[config.mk]
export PLATFORM = sky130hd
export DESIGN_NAME = reg_file_sb
export DESIGN_NICKNAME = d
export VERILOG_FILES = /design/src/rtl/reg_file_pkg.sv /design/src/rtl/reg_file_sb_scoreboard.sv /design/src/rtl/reg_file_sb.sv
export SDC_FILE = /design/constraint.sdc
export NUM_CORES = 1
export LEC_CHECK = 0
export ABC_CLOCK_PERIOD_IN_PS = 5300
export CAP_MARGIN = 10
export CORE_ASPECT_RATIO = 1.75
export CORE_UTILIZATION = 45
export DETAILED_ROUTE_END_ITERATION = 7
export PLACE_DENSITY = 0.65
export SLEW_MARGIN = 10
export SYNTH_ARGS = -nofsm -noshare
export SYNTH_HDL_FRONTEND = slang
export SYNTH_SLANG_ARGS = --single-unit
[constraint.sdc]
create_clock -name clock -period 5.3 [get_ports clock]
set_input_delay 0.53 -clock clock [delete_from_list [all_inputs] [get_ports clock]]
set_output_delay 0.53 -clock clock [all_outputs]
set_load 0.05 [all_outputs]
[src/rtl/reg_file_pkg.sv]
// Shared constants and types for the scoreboarded register file.
// Optional write-through bypass is enabled by defining REGFILE_BYPASS_EN.
package reg_file_pkg;

    localparam int unsigned DATA_W_DEF = 16;
    localparam int unsigned ADDR_W_DEF = 3;

    // Register 0 reads as zero and ignores writes and issues.
    localparam int unsigned ZERO_REG = 0;

    typedef logic [ADDR_W_DEF-1:0] reg_addr_t;
    typedef logic [DATA_W_DEF-1:0] reg_data_t;

endpackage : reg_file_pkg

[src/rtl/reg_file_sb_scoreboard.sv]
// Busy-bit scoreboard: one pending-write flag per register plus a
// registered count of how many registers are currently busy.
// Not affected by REGFILE_BYPASS_EN.
module sb_scoreboard
    import reg_file_pkg::*;
#(
    parameter int unsigned ADDR_W = ADDR_W_DEF,
    parameter int unsigned CNT_W  = ADDR_W + 1
) (
    input  logic                      clock,
    input  logic                      reset,
    input  logic                      iss_valid,
    input  logic [ADDR_W-1:0]         iss_reg,
    input  logic                      regwrite,
    input  logic [ADDR_W-1:0]         wr,
    output logic [(2**ADDR_W)-1:0]    busy,
    output logic [CNT_W-1:0]          pending_cnt
);

    localparam int unsigned NUM_REGS = 2 ** ADDR_W;

    logic [NUM_REGS-1:0] busy_q;
    logic [NUM_REGS-1:0] busy_d;
    logic [CNT_W-1:0]    cnt_q;
    logic [CNT_W-1:0]    cnt_d;

    // Next busy vector: issue beats writeback; register 0 never busy.
    // The count is the popcount of the next vector, so it always tracks it.
    always_comb begin
        busy_d = busy_q;
        cnt_d  = '0;
        busy_d[ZERO_REG] = 1'b0;
        for (int unsigned r = 1; r < NUM_REGS; r++) begin
            if (iss_valid && (iss_reg == ADDR_W'(r))) begin
                busy_d[r] = 1'b1;
            end else if (regwrite && (wr == ADDR_W'(r))) begin
                busy_d[r] = 1'b0;
            end
        end
        for (int unsigned r = 0; r < NUM_REGS; r++) begin
            cnt_d = cnt_d + CNT_W'(busy_d[r]);
        end
    end

    // Busy flags and outstanding-write count state.
    always_ff @(posedge clock or posedge reset) begin
        if (reset) begin
            busy_q <= '0;
            cnt_q  <= '0;
        end else begin
            busy_q <= busy_d;
            cnt_q  <= cnt_d;
        end
    end

    assign busy        = busy_q;
    assign pending_cnt = cnt_q;

endmodule : sb_scoreboard

[src/rtl/reg_file_sb.sv]
// Parametrised register file with two combinational read ports, one
// synchronous write port and a busy-bit scoreboard for stall detection.
// Define REGFILE_BYPASS_EN to forward writeback data (and clear the busy
// indication) on a same-cycle read of the register being written.
module reg_file_sb
    import reg_file_pkg::*;
#(
    parameter int unsigned DATA_W = DATA_W_DEF,
    parameter int unsigned ADDR_W = ADDR_W_DEF,
    parameter int unsigned CNT_W  = ADDR_W + 1
) (
    input  logic              clock,
    input  logic              reset,
    input  logic [ADDR_W-1:0] rr1,
    input  logic [ADDR_W-1:0] rr2,
    output logic [DATA_W-1:0] rd1,
    output logic [DATA_W-1:0] rd2,
    input  logic [ADDR_W-1:0] wr,
    input  logic [DATA_W-1:0] wd,
    input  logic              regwrite,
    input  logic              iss_valid,
    input  logic [ADDR_W-1:0] iss_reg,
    output logic              busy1,
    output logic              busy2,
    output logic              stall,
    output logic [CNT_W-1:0]  pending_cnt
);

    localparam int unsigned       NUM_REGS  = 2 ** ADDR_W;
    localparam logic [ADDR_W-1:0] ZERO_ADDR = ADDR_W'(ZERO_REG);

    logic [DATA_W-1:0]   regs_q [NUM_REGS];
    logic [NUM_REGS-1:0] busy_vec;
    logic                wr_en;

    assign wr_en = regwrite && (wr != ZERO_ADDR);

    sb_scoreboard #(
        .ADDR_W (ADDR_W),
        .CNT_W  (CNT_W)
    ) u_sb (
        .clock       (clock),
        .reset       (reset),
        .iss_valid   (iss_valid),
        .iss_reg     (iss_reg),
        .regwrite    (regwrite),
        .wr          (wr),
        .busy        (busy_vec),
        .pending_cnt (pending_cnt)
    );

    // Register storage: asynchronous clear, writes to register 0 dropped.
    always_ff @(posedge clock or posedge reset) begin
        if (reset) begin
            for (int unsigned i = 0; i < NUM_REGS; i++) begin
                regs_q[i] <= '0;
            end
        end else if (wr_en) begin
            regs_q[wr] <= wd;
        end
    end

    // Read port 1: stored data and busy flag, optional write-through.
    always_comb begin
        rd1   = regs_q[rr1];
        busy1 = busy_vec[rr1];
        if (rr1 == ZERO_ADDR) begin
            rd1   = '0;
            busy1 = 1'b0;
        end
`ifdef REGFILE_BYPASS_EN
        else if (wr_en && (wr == rr1)) begin
            rd1   = wd;
            busy1 = 1'b0;
        end
`endif
    end

    // Read port 2: stored data and busy flag, optional write-through.
    always_comb begin
        rd2   = regs_q[rr2];
        busy2 = busy_vec[rr2];
        if (rr2 == ZERO_ADDR) begin
            rd2   = '0;
            busy2 = 1'b0;
        end
`ifdef REGFILE_BYPASS_EN
        else if (wr_en && (wr == rr2)) begin
            rd2   = wd;
            busy2 = 1'b0;
        end
`endif
    end

    assign stall = busy1 | busy2;

endmodule : reg_file_sb

==> impl_metrics.yaml <==
setup_path:
  cp-end-kind: "output pin"
  critical_path.max_fanout: 13
  r2r-end: "u_sb.pending_cnt[1]"
  start_kind: "primary input"
  timing_worst_setup_path_type: "primary input to output pin"
  critPathRequiredTime_ns: 4.77
  crit_arrival_ns: 3.33
  r2r_setup_slack_ns: 2.47
  worstRegToRegCells: 11
  reg2reg_from: "u_sb.busy[1]"
placed_design:
  dp_cells: 829
  io_buffers: 70
  place_congestion: 0.812
  dp_hpwl_mm: 12.4
detailed_routing:
  vias: 5018
  initialDrtViolationCount: 281
  dr.pass1.iters: 5
  routed_wl_mm: 19.3
  drc_errors: 0
  via_per_inst: 5.83
  wire_per_inst_um: 22.5
  postRouteAntennaNets: 0
cells_and_area:
  drive_gt1_frac: 0.292
  seqCellArea_um2: 3430
  instances_no_fill: 860
  nets: 663
  nFillCells: 1440
  multi_input_area_um2: 3710
  area_growth_pct: 18.1
  num_antenna_cells: 0
sta:
  rsz0062_at_grt: "no"
  hold_ws_ns: 0.374
  worst_pin_slew_ns: 1.04
  max_slew_margin: 0.302
  hold_violations: 0
  min_period_ns: 3.86
  max_freq_mhz: 259
  tns_ns: 0
  clock_skew_ns: 0.00620
  setup_viol: 0
  final_max_slew_viol_count: 0
  final.period_utilization: 0.728
logic_synthesis:
  syn-cell-area_um2: 7580
  synth_async_sr_flop_share: 1.00
  syn_area_per_cell_um2: 13.1
  synthFlopType: "dfrtp_1"
  netlist_instances: 580
  synth_edf_count: 0
  syn_nets: 619
  ys_seq_area_frac: 0.452
  synth_top_cell_by_area: "dfrtp_1"
  synth_warnings: 0
  synthTopCellsByArea: "dfrtp_1, mux2_2, mux2i_1, mux2_4, mux4_2"
  synth_seq_cells: 137
  yosysUniqueCellTypes: 38
  synth_top_area_frac: 0.452
clock_tree:
  path_clk_slew_ns: 0.06
  holdBufCountCts: 0
  post_cts_buffers: 0
  cts_tree: "yes"
  clk_path_buf_depth: 2
  cts_made_buffers: 17
  clock_latency_ns: 0.41
  cts-resized-gates: 0
  cts-root-buf: "clkbuf_16"
  cts_max_level: 4
  clock_sink_count: 137
die:
  die_w_um: 100
  io_pins: 71
  initial_utilization: 0.461
  fp.dieH_um: 174
  rows: 62
  coreArea_um2: 16400
  die_area_um2: 17400
status:
  status: "finished clean"
grt:
  grt_pass1_wl_mm: 30.5
  antenna_found_initial: 0
  grt_pass1_vias: 5341
  grt.total_usage: 0.234
  grt_remaining_overflow: 0
  grt_max_degree: 57
min_path:
  whs_path_depth: 0
  min_from: "regs_q[125]"
  hold_class: "flip-flop to flip-flop"
  hold_path_end: "regs_q[125]"
power:
  power_density_nw_per_um2: 439
  power.leakage_nw: 3.93
  fin_total_pwr_mw: 3.93
  irDropWorstVdd_mv: 0.214
flow_run:
  drv_cap: 0
synth_stat cells (3+ instances only):
library cell / instances
mux2_1: 11
mux2_2: 97
buf_6: 11
a211oi_1: 3
buf_2: 12
o22a_1: 20
a22oi_1: 7
o22ai_1: 43
inv_1: 14
nand2_1: 14
mux2_4: 19
mux2i_1: 81
nand4b_4: 3
ha_1: 4
nor2b_1: 7
nand2b_1: 7
a21oi_1: 6
fa_1: 3
dfrtp_1: 137
a221oi_1: 5
o21ai_0: 7
mux4_2: 12
o21ai_1: 4
buf_4: 10
clkbuf_1: 24
critical path: stages:
cell and delay [ns]:
clkdlybuf4s50_1 0.72, nand2b_1 0.65, o22ai_1 0.41, o22a_1 0.22
clkdlybuf4s50_1 0.80
registers in the layout, summed over array words and instances (netlist names):
name,cells
regs_q,126
u_sb.busy,7
u_sb.pending_cnt,4
kinds of logic (layout without fill, tap and decap cells):
group / count (synthesis) / in the layout / synth area share
mux: 220 / 220 / 0.341
flops: 137 / 137 / 0.452
compound gates: 101 / 101 / 0.0927
buf+inv: 73 / 129 / 0.0583
simple gates: 41 / 41 / 0.0406
fa+ha+maj: 7 / 7 / 0.0145
xor+xnor: 1 / 1 / 0.00116
per-stage QoR:
stage	util	instance area (um2)	setup slack, ns
global route	0.544	8950	1.34
global placement	0.502	8260	1.23
detailed placement	0.502	8260	1.19
CTS	0.544	8950	1.45
finish	0.544	8950	1.44
floorplan	-	7580	1.10
per-layer routing:
| metal | up-vias | GRT usage | share of wire |
|---|---|---|---|
| li1 | 2250 | - | - |
| met1 | 2605 | 0.288 | 0.41 |
| met2 | 126 | 0.400 | 0.52 |
| met3 | 37 | 0.0355 | 0.035 |
| met4 | 0 | 0.106 | 0.036 |
| met5 | - | 0 | 0 |
cell usage in the layout (no fill, tap or decap), drive strengths merged:
master,instances
clkbuf,20
nand4,1
and4bb,2
clkinvlp,2
mux4,12
o21a,2
buf,18
nor3,2
o22ai,43
o32ai,2
mux2i,81
xnor2,1
nand2,16
nor2,1
dfrtp,137
nand4b,3
a21oi,6
nand2b,7
ha,4
o22a,20
bufinv,7
a221oi,6
a21o,1
a22oi,7
clkinv,1
inv,15
a211oi,3
nor2b,7
fa,3
mux2,127
clkdlybuf4s50,66
o21ai,11
or2,2
final cells by class:
class / count / share of cell area
timing repair buffer: 84 / 0.0878
inverter: 14 / 0.00615
sequential: 137 / 0.383
multi-input combinational: 370 / 0.415
tap: 224 / 0.0313
clock buffer: 20 / 0.0499
clock inverter: 11 / 0.0271
power breakdown:
group          internal (mW)  leakage, nW  switching [mW]
Combinational          0.522         1.93           0.598
Sequential              1.26         1.67           0.156
Clock                  0.942        0.327           0.444
Total                   2.73         3.93            1.20
worst max path at each step:
stage / to / startpoint
after CTS: rd2[14] / rr2[2]
after detailed placement: u_sb.pending_cnt[2] / regwrite
after global routing: rd2[14] / rr2[2]
final: rd2[14] / rr2[2]
after floorplan: regs_q[0] / reset
after global placement: u_sb.pending_cnt[2] / regwrite
Power figures use the tool's default switching activity.
